==> src/rtl/toggle_dec_pkg.sv <==
// Shared constants and helpers for the toggle event decoder and its synchronizer.
package toggle_dec_pkg;

  localparam int SYNC_STAGES_MIN = 2;

  function automatic int unsigned cnt_max(input int unsigned width);
    return (32'd1 << width) - 32'd1;
  endfunction

endpackage

==> src/rtl/toggle_event_decoder_sync_chain.sv <==
// N-stage single-bit synchronizer for asynchronous level inputs; resets to 0.
module sync_chain #(
  parameter int N = 2
) (
  input  logic clk,
  input  logic rstn,
  input  logic d,
  output logic q
);

  logic [N-1:0] sync_q;
  logic [N-1:0] sync_d;

  always_comb begin
    sync_d = {sync_q[N-2:0], d};
  end

  always_ff @(posedge clk or negedge rstn) begin
    if (!rstn) begin
      sync_q <= '0;
    end else begin
      sync_q <= sync_d;
    end
  end

  assign q = sync_q[N-1];

endmodule

==> src/rtl/toggle_event_decoder.sv <==
// Decodes remote toggle transitions into queued events with valid/ready delivery.
// Define TGL_DEC_ACK_EN to add the ack_tgl return toggle for two-phase flow control.
module toggle_event_decoder
  import toggle_dec_pkg::*;
#(
  parameter int SYNC_STAGES = 2,
  parameter int CNT_W       = 4
) (
  input  logic             clk,
  input  logic             rstn,
  input  logic             tgl_in,
  output logic             evt_valid,
  input  logic             evt_ready,
  output logic [CNT_W-1:0] pending,
  output logic             ovf,
  input  logic             ovf_clr
`ifdef TGL_DEC_ACK_EN
  ,
  output logic             ack_tgl
`endif
);

  localparam logic [CNT_W-1:0] CNT_MAX = CNT_W'(cnt_max(CNT_W));

  if (SYNC_STAGES < SYNC_STAGES_MIN) begin : g_sync_depth_check
    $error("toggle_event_decoder: SYNC_STAGES must be at least 2");
  end

  logic             s_lvl;
  logic             last_q;
  logic             last_d;
  logic             tgl_edge;
  logic             take;
  logic [CNT_W-1:0] pending_q;
  logic [CNT_W-1:0] pending_d;
  logic             ovf_q;
  logic             ovf_d;

  sync_chain #(
    .N (SYNC_STAGES)
  ) u_tgl_sync (
    .clk  (clk),
    .rstn (rstn),
    .d    (tgl_in),
    .q    (s_lvl)
  );

  assign evt_valid = (pending_q != '0);

  // A simultaneous edge and take cancel out, so a full counter never overflows then.
  always_comb begin
    last_d    = s_lvl;
    tgl_edge  = s_lvl ^ last_q;
    take      = evt_valid & evt_ready;
    pending_d = pending_q;
    ovf_d     = ovf_q & ~ovf_clr;
    if (tgl_edge && !take) begin
      if (pending_q == CNT_MAX) begin
        ovf_d = 1'b1;
      end else begin
        pending_d = pending_q + 1'b1;
      end
    end else if (take && !tgl_edge) begin
      pending_d = pending_q - 1'b1;
    end
  end

  always_ff @(posedge clk or negedge rstn) begin
    if (!rstn) begin
      last_q    <= 1'b0;
      pending_q <= '0;
      ovf_q     <= 1'b0;
    end else begin
      last_q    <= last_d;
      pending_q <= pending_d;
      ovf_q     <= ovf_d;
    end
  end

  assign pending = pending_q;
  assign ovf     = ovf_q;

`ifdef TGL_DEC_ACK_EN
  logic ack_q;
  logic ack_d;

  always_comb begin
    ack_d = ack_q ^ take;
  end

  always_ff @(posedge clk or negedge rstn) begin
    if (!rstn) begin
      ack_q <= 1'b0;
    end else begin
      ack_q <= ack_d;
    end
  end

  assign ack_tgl = ack_q;
`endif

endmodule

==> config.mk <==
export PLATFORM = sky130hd
export DESIGN_NAME = toggle_event_decoder
export DESIGN_NICKNAME = d
export VERILOG_FILES = /design/src/rtl/toggle_dec_pkg.sv /design/src/rtl/toggle_event_decoder_sync_chain.sv /design/src/rtl/toggle_event_decoder.sv
export SDC_FILE = /design/constraint.sdc
export NUM_CORES = 1
export LEC_CHECK = 0
export BUFFER_PORTS_ARGS = -buffer_cell sky130_fd_sc_hd__buf_4
export CORE_AREA = 2 2 39 41
export CTS_BUF_LIST = sky130_fd_sc_hd__clkbuf_4
export DETAILED_ROUTE_END_ITERATION = 7
export DIE_AREA = 0 0 41 43
export GPL_ROUTABILITY_DRIVEN = 1
export SYNTH_ARGS = -nofsm -noshare
export SYNTH_HDL_FRONTEND = slang
export SYNTH_SLANG_ARGS = --single-unit
==> constraint.sdc <==
create_clock -name clk -period 3.27 [get_ports clk]
set_input_delay 0.8175 -clock clk [delete_from_list [all_inputs] [get_ports clk]]
set_output_delay 0.8175 -clock clk [all_outputs]
set_load 0.005 [all_outputs]
==> metrics.cfg, run 1 <==
[status]
outcome=completed

[timing]
drv_slew=0
skew_ps=8.77
worst_slack_ps=649
hold_ws_ps=344
min_period_ps=2620
rsz0062_at_grt=false
period_share_pct=80.1
maxSlewHeadroom_pct=50.5
tightest_slew_ps=724
setup_tns_ps=0
final-setup-viol-count=0
fmax_mhz=382
hold_violations=0

[min_path]
hold_path_class=reg2reg
hp-start=u_tgl_sync.sync_q[0]$_DFF_PN0_
whs_path_depth=0
holdPathEnd=u_tgl_sync.sync_q[1]$_DFF_PN0_

[synthesis]
synth_seq_cells=8
synth_cell_types=24
netlist_instances=43
synth_top_area_share_pct=42.6
yosysWarnings=0
synth_area_leaders=dfrtp_1, mux2_4, xor2_1, ha_1, buf_6
synth_seq_area_share_pct=42.6
netlist.top_cell.by_area=dfrtp_1
netlist_area_um2=470
syn_nets=50
avgSynthCellArea_um2=10.9

[worst_setup_path]
reg2reg_depth=6
crit_required_ps=3400
r2r-end=pending[3]$_DFFE_PN0P_
reg2reg_slack_ps=650
rr_startpoint=pending[1]$_DFFE_PN0P_
crit_arrival_ps=2750
critPathKind=reg2reg
critPathLaunchType=register
cp_max_fo=9
end_kind=register

[layout]
final_cells=70
drive_above_1_share_pct=31.5
syn_to_final_growth_pct=20.2
final_cell_mix=buf_4, dfrtp_1
final_common_cell=buf_4
antennaDiodeCount=0
nets=63

[floorplanning]
start_util_pct=34.0
dieArea_um2=1760
rows=14
die_x_um=41
core_um2=1380
io_pins=11
fp.dieH_um=43

[clock_network]
cts_hold_buffers=0
clk_latency_ps=250
clk_root_buffer_cell=clkbuf_4
cts_tree=yes
cts_made_buffers=3
clock_path_buffers=2
cts-htree-levels=1
clkSlewWorstSetupHoldPaths_ps=60
cts-resized-gates=0
cts_setup_buffers=0
cts.sinks=8

[routing]
drt_wl_total_um=815
first_pass_iters=1
drtIter0Drc=0
num_vias=360
drt-wirelength-per-cell_um=11.6
ant_nets=0
drc=0
viasPerCell=5.14

[global_route]
overflow=0
grt_pass1_wl_mm=1.48
first_global_vias=346
antenna_found_initial=0
grt_usage_pct=12.6
grt_max_degree=10

[power]
power.density_nw_per_um2=862
power_mw=0.488
p_leak_nw=0.258
vdd_ir_drop_max_mv=0.306

[placement]
dp_hpwl_um=618
portBuffers=10
dp.cells=67
routabilityCongestion=0.650
pre_cts_ws_ps=487

[flow_run]
max-cap-violations=0

-- cells in the mapped netlist --
| library cell | n |
|---|---|
| o22ai_1 | 1 |
| nor3_1 | 3 |
| o41a_1 | 1 |
| ha_1 | 2 |
| or2_0 | 1 |
| o22a_1 | 1 |
| buf_6 | 2 |
| xnor2_1 | 1 |
| a21oi_1 | 3 |
| nand4_1 | 1 |
| and3_1 | 1 |
| mux2_4 | 2 |
| o21ai_4 | 1 |
| a2111oi_0 | 1 |
| nor4_1 | 2 |
| xor2_1 | 3 |
| nor2_1 | 1 |
| o21ai_0 | 1 |
| or2_2 | 1 |
| nor4b_1 | 1 |
| inv_1 | 2 |
| dfrtp_1 | 8 |
| nand2_1 | 2 |
| or3_1 | 1 |
-- layout make-up --
class | instances | area (um^2)
Sequential cell | 8 | 200
Inverter | 2 | 7.51
Clock buffer | 3 | 22.5
Fill cell | 141 | 818
Multi-Input combinational cell | 31 | 240
Tap cell | 16 | 20.0
Timing Repair Buffer | 10 | 75.1
-- how the worst max path moves through the flow --
stage / slack [ps] / from / endpoint / cells after the start
floorplan: 860 / pending[1]$_DFFE_PN0P_ / pending[3]$_DFFE_PN0P_ / 8
global placement: 550 / evt_ready / pending[3]$_DFFE_PN0P_ / 7
detailed placement: 490 / evt_ready / pending[3]$_DFFE_PN0P_ / 7
CTS: 630 / pending[1]$_DFFE_PN0P_ / pending[3]$_DFFE_PN0P_ / 6
global route: 470 / pending[0]$_DFFE_PN0P_ / pending[3]$_DFFE_PN0P_ / 6
finish: 650 / pending[1]$_DFFE_PN0P_ / pending[3]$_DFFE_PN0P_ / 6
-- worst max-delay path, stage by stage, from the launching register on --
cell       delay, ps
dfrtp_1          470
o41a_1           470
or2_0            370
ha_1             270
a2111oi_0        620
o22a_1           260
nor3_1            50
-- kinds of logic after synthesis --
family | count (synthesis) | synth area share, %
mux | 2 | 6.38
fa+ha+maj | 2 | 5.32
compound gates | 9 | 15.2
flops | 8 | 42.6
xor+xnor | 4 | 7.45
buf+inv | 4 | 6.38
simple gates | 14 | 16.8
-- flip-flops by register name (all words and copies together), names as in the netlist --
name / flops
last_q: 1
ovf: 1
pending: 4
u_tgl_sync.sync_q: 2
-- power breakdown --
part | internal [mW] | switching (mW) | total (mW)
logic | 0.133 | 0.0989 | 0.232
clock network | 0.0418 | 0.0312 | 0.0730
registers | 0.130 | 0.0529 | 0.183
-- metal layers --
layer,track usage (%),routed length [um],vias to the layer above
li1,-,-,183
met1,17.7,375,171
met2,16.6,403,4
met3,1.57,29,2
met4,10.0,6,0
met5,0,0,-
-- through the flow --
| stage | instance area (um^2) | utilization (%) |
|---|---|---|
| finish | 566 | 40.9 |
| global route | 566 | 40.9 |
| global placement | 543 | 39.2 |
| CTS | 566 | 40.9 |
| detailed placement | 543 | 39.2 |
| floorplan | 470 | - |
Note: power is estimated with default switching activity, not from simulation.
==> run 2: changes to the inputs <==
clock period = 2.19 ns   (was 3.27 ns; I/O delays follow)
==> metrics.cfg, run 2 (synthesis gave the netlist of run 1 again) <==
[worst_setup_path]
cp_slowest_cell=o41a_1  ; was a2111oi_0
endpoint=pending[2]$_DFFE_PN0P_  ; was pending[3]$_DFFE_PN0P_
cp.depth=8  ; was 6
rr_startpoint=pending[1]$_DFFE_PN0P_  ; unchanged
crit_arrival_ps=2290  ; was 2750 ps
cp_slowest_stage_delay_ps=450  ; was 620 ps
crit_required_ps=2320  ; was 3400 ps
end_kind=register  ; unchanged
worstPathCellList=o41a_1 > or2_4 > xor2_1 > ha_2 > o21ai_2 > a21oi_2 > nor3_2 > mux2_4  ; was o41a_1 > or2_0 > ha_1 > a2111oi_0 > o22a_1 > nor3_1
crit_path_start=pending[1]$_DFFE_PN0P_  ; unchanged
critPathKind=reg2reg  ; unchanged
cp_max_fo=4  ; was 9
r2r-end=pending[2]$_DFFE_PN0P_  ; was pending[3]$_DFFE_PN0P_
reg2reg_slack_ps=30  ; was 650 ps
path_buf_inv=0  ; unchanged
reg2reg_depth=8  ; was 6
critPathLaunchType=register  ; unchanged
cp_top_family=compound AO/OA/AOI/OAI gates  ; unchanged

[floorplanning]
fp.dieH_um=43  ; unchanged
die_x_um=41  ; unchanged
start_util_pct=34.0  ; unchanged
rows=14  ; unchanged
core_um2=1380  ; unchanged
dieArea_um2=1760  ; unchanged
io_pins=11  ; unchanged

[status]
outcome=completed  ; unchanged

[layout]
syn_to_final_growth_pct=53.7  ; was 20.2%
largest_reg_flops=4  ; unchanged
nets=74  ; was 63
drive_above_1_share_pct=59.1  ; was 31.5%
antennaDiodeCount=0  ; unchanged
design_area_um2=723  ; was 566 um^2
final_util_pct=52.3  ; was 40.9%
final_cells=82  ; was 70
final_common_cell=buf_4  ; unchanged
final_cell_mix=buf_4, dfrtp_1, clkbuf_4  ; was buf_4, dfrtp_1

[global_route]
grt_max_degree=9  ; was 10
grt_usage_pct=13.6  ; was 12.6%
antenna_found_initial=0  ; unchanged
overflow=0  ; unchanged
grt_pass1_wl_mm=1.56  ; was 1.48 mm
first_global_vias=381  ; was 346

[timing]
min_period_ps=2160  ; was 2620 ps
skew_ps=7.48  ; was 8.77 ps
hold_violations=0  ; unchanged
maxSlewHeadroom_pct=78.8  ; was 50.5%
setup_tns_ps=0  ; unchanged
period_share_pct=98.6  ; was 80.1%
final-setup-viol-count=0  ; unchanged
hold_ws_ps=102  ; was 344 ps
fmax_mhz=463  ; was 382 MHz
drv_slew=0  ; unchanged
tightest_slew_ps=318  ; was 724 ps
worst_slack_ps=29.9  ; was 649 ps

[power]
p_clk_share_pct=13.0  ; was 15.0%
p_leak_nw=0.319  ; was 0.258 nW
combPwrFrac_pct=64.0  ; was 47.5%
power_mw=0.954  ; was 0.488 mW
p_sw_mw=0.353  ; was 0.183 mW
p_seq_share_pct=23.0  ; was 37.5%
power.density_nw_per_um2=1320  ; was 862 nW/um^2
vdd_ir_drop_max_mv=0.601  ; was 0.306 mV
p_int_mw=0.601  ; was 0.305 mW
p_sw_share_pct=37.0  ; was 37.5%

[placement]
routabilityCongestion=0.692  ; was 0.650
dp_hpwl_um=707  ; was 618 um
portBuffers=10  ; unchanged
pre_cts_ws_ps=-32.3  ; was 487 ps
dp.cells=76  ; was 67
dpl_cell_area_um2=621  ; was 543 um^2

[clock_network]
clk_root_buffer_cell=clkbuf_4  ; unchanged
cts_tree=yes  ; unchanged
cts_made_buffers=3  ; unchanged
cts.sinks=8  ; unchanged
clk_latency_ps=250  ; about the same
clock_path_buffers=2  ; unchanged
cts-htree-levels=1  ; unchanged
cts_hold_buffers=0  ; unchanged
clkSlewWorstSetupHoldPaths_ps=50  ; was 60 ps

[routing]
drc=0  ; unchanged
viasPerCell=4.83  ; was 5.14
ant_nets=0  ; unchanged
num_vias=396  ; was 360
drtIter0Drc=0  ; unchanged
first_pass_iters=1  ; unchanged
drt_wl_total_um=972  ; was 815 um
drt-wirelength-per-cell_um=11.9  ; was 11.6 um

[min_path]
hold_path_class=in2async  ; was reg2reg

[flow_run]
max-cap-violations=0  ; unchanged

[run 2: worst min path at each step]
stage                                                 to  depth (start not counted)                           start  slack [ps]
after floorplan                         last_q$_DFF_PN0_                          0                            rstn         250
after global placement    u_tgl_sync.sync_q[1]$_DFF_PN0_                          0  u_tgl_sync.sync_q[0]$_DFF_PN0_         330
after detailed placement  u_tgl_sync.sync_q[1]$_DFF_PN0_                          0  u_tgl_sync.sync_q[0]$_DFF_PN0_         340
after CTS                         pending[2]$_DFFE_PN0P_                          1                            rstn          90
after global routing              pending[2]$_DFFE_PN0P_                          1                            rstn          90
final                             pending[2]$_DFFE_PN0P_                          1                            rstn         100
[run 2: power groups by stage]
stage               clock [mW]  sequential [mW]  combinational [mW]
floorplan                    0            0.255               0.286
CTS                      0.132            0.218               0.515
global route             0.142            0.224               0.667
global placement             0            0.220               0.492
finish                   0.124            0.219               0.610
detailed placement           0            0.220               0.493
[run 2: metal layers]
metal / share of wire, % / global-route usage (%) / vias up
met1: 43 / 18.2 / 182
li1: - / - / 208
met4: 0.82 / 12.0 / 0
met2: 54 / 18.1 / 4
met3: 2.2 / 1.57 / 2
met5: 0 / 0 / -
[run 2: area by class of cell]
cell class	instances	area [um^2]
repair buffers	21	158
fillers	134	661
flip-flops and latches	8	201
multi-input cells	31	307
inverters	2	7.51
well taps	16	20.0
clock buffers	4	30.0
[run 2: worst register-to-register path, stage by stage, from the launching register on]
cell	delay [ps]
dfrtp_1	380
o41a_1	450
or2_4	280
xor2_1	170
ha_2	280
o21ai_2	70
a21oi_2	110
nor3_2	60
mux2_4	260
[run 2: timing repair]
action	in CTS	in global routing
endpoints found under the setup margin	2	2
pin swaps	0	5
setup buffers	0	2
gates resized for setup	3	8
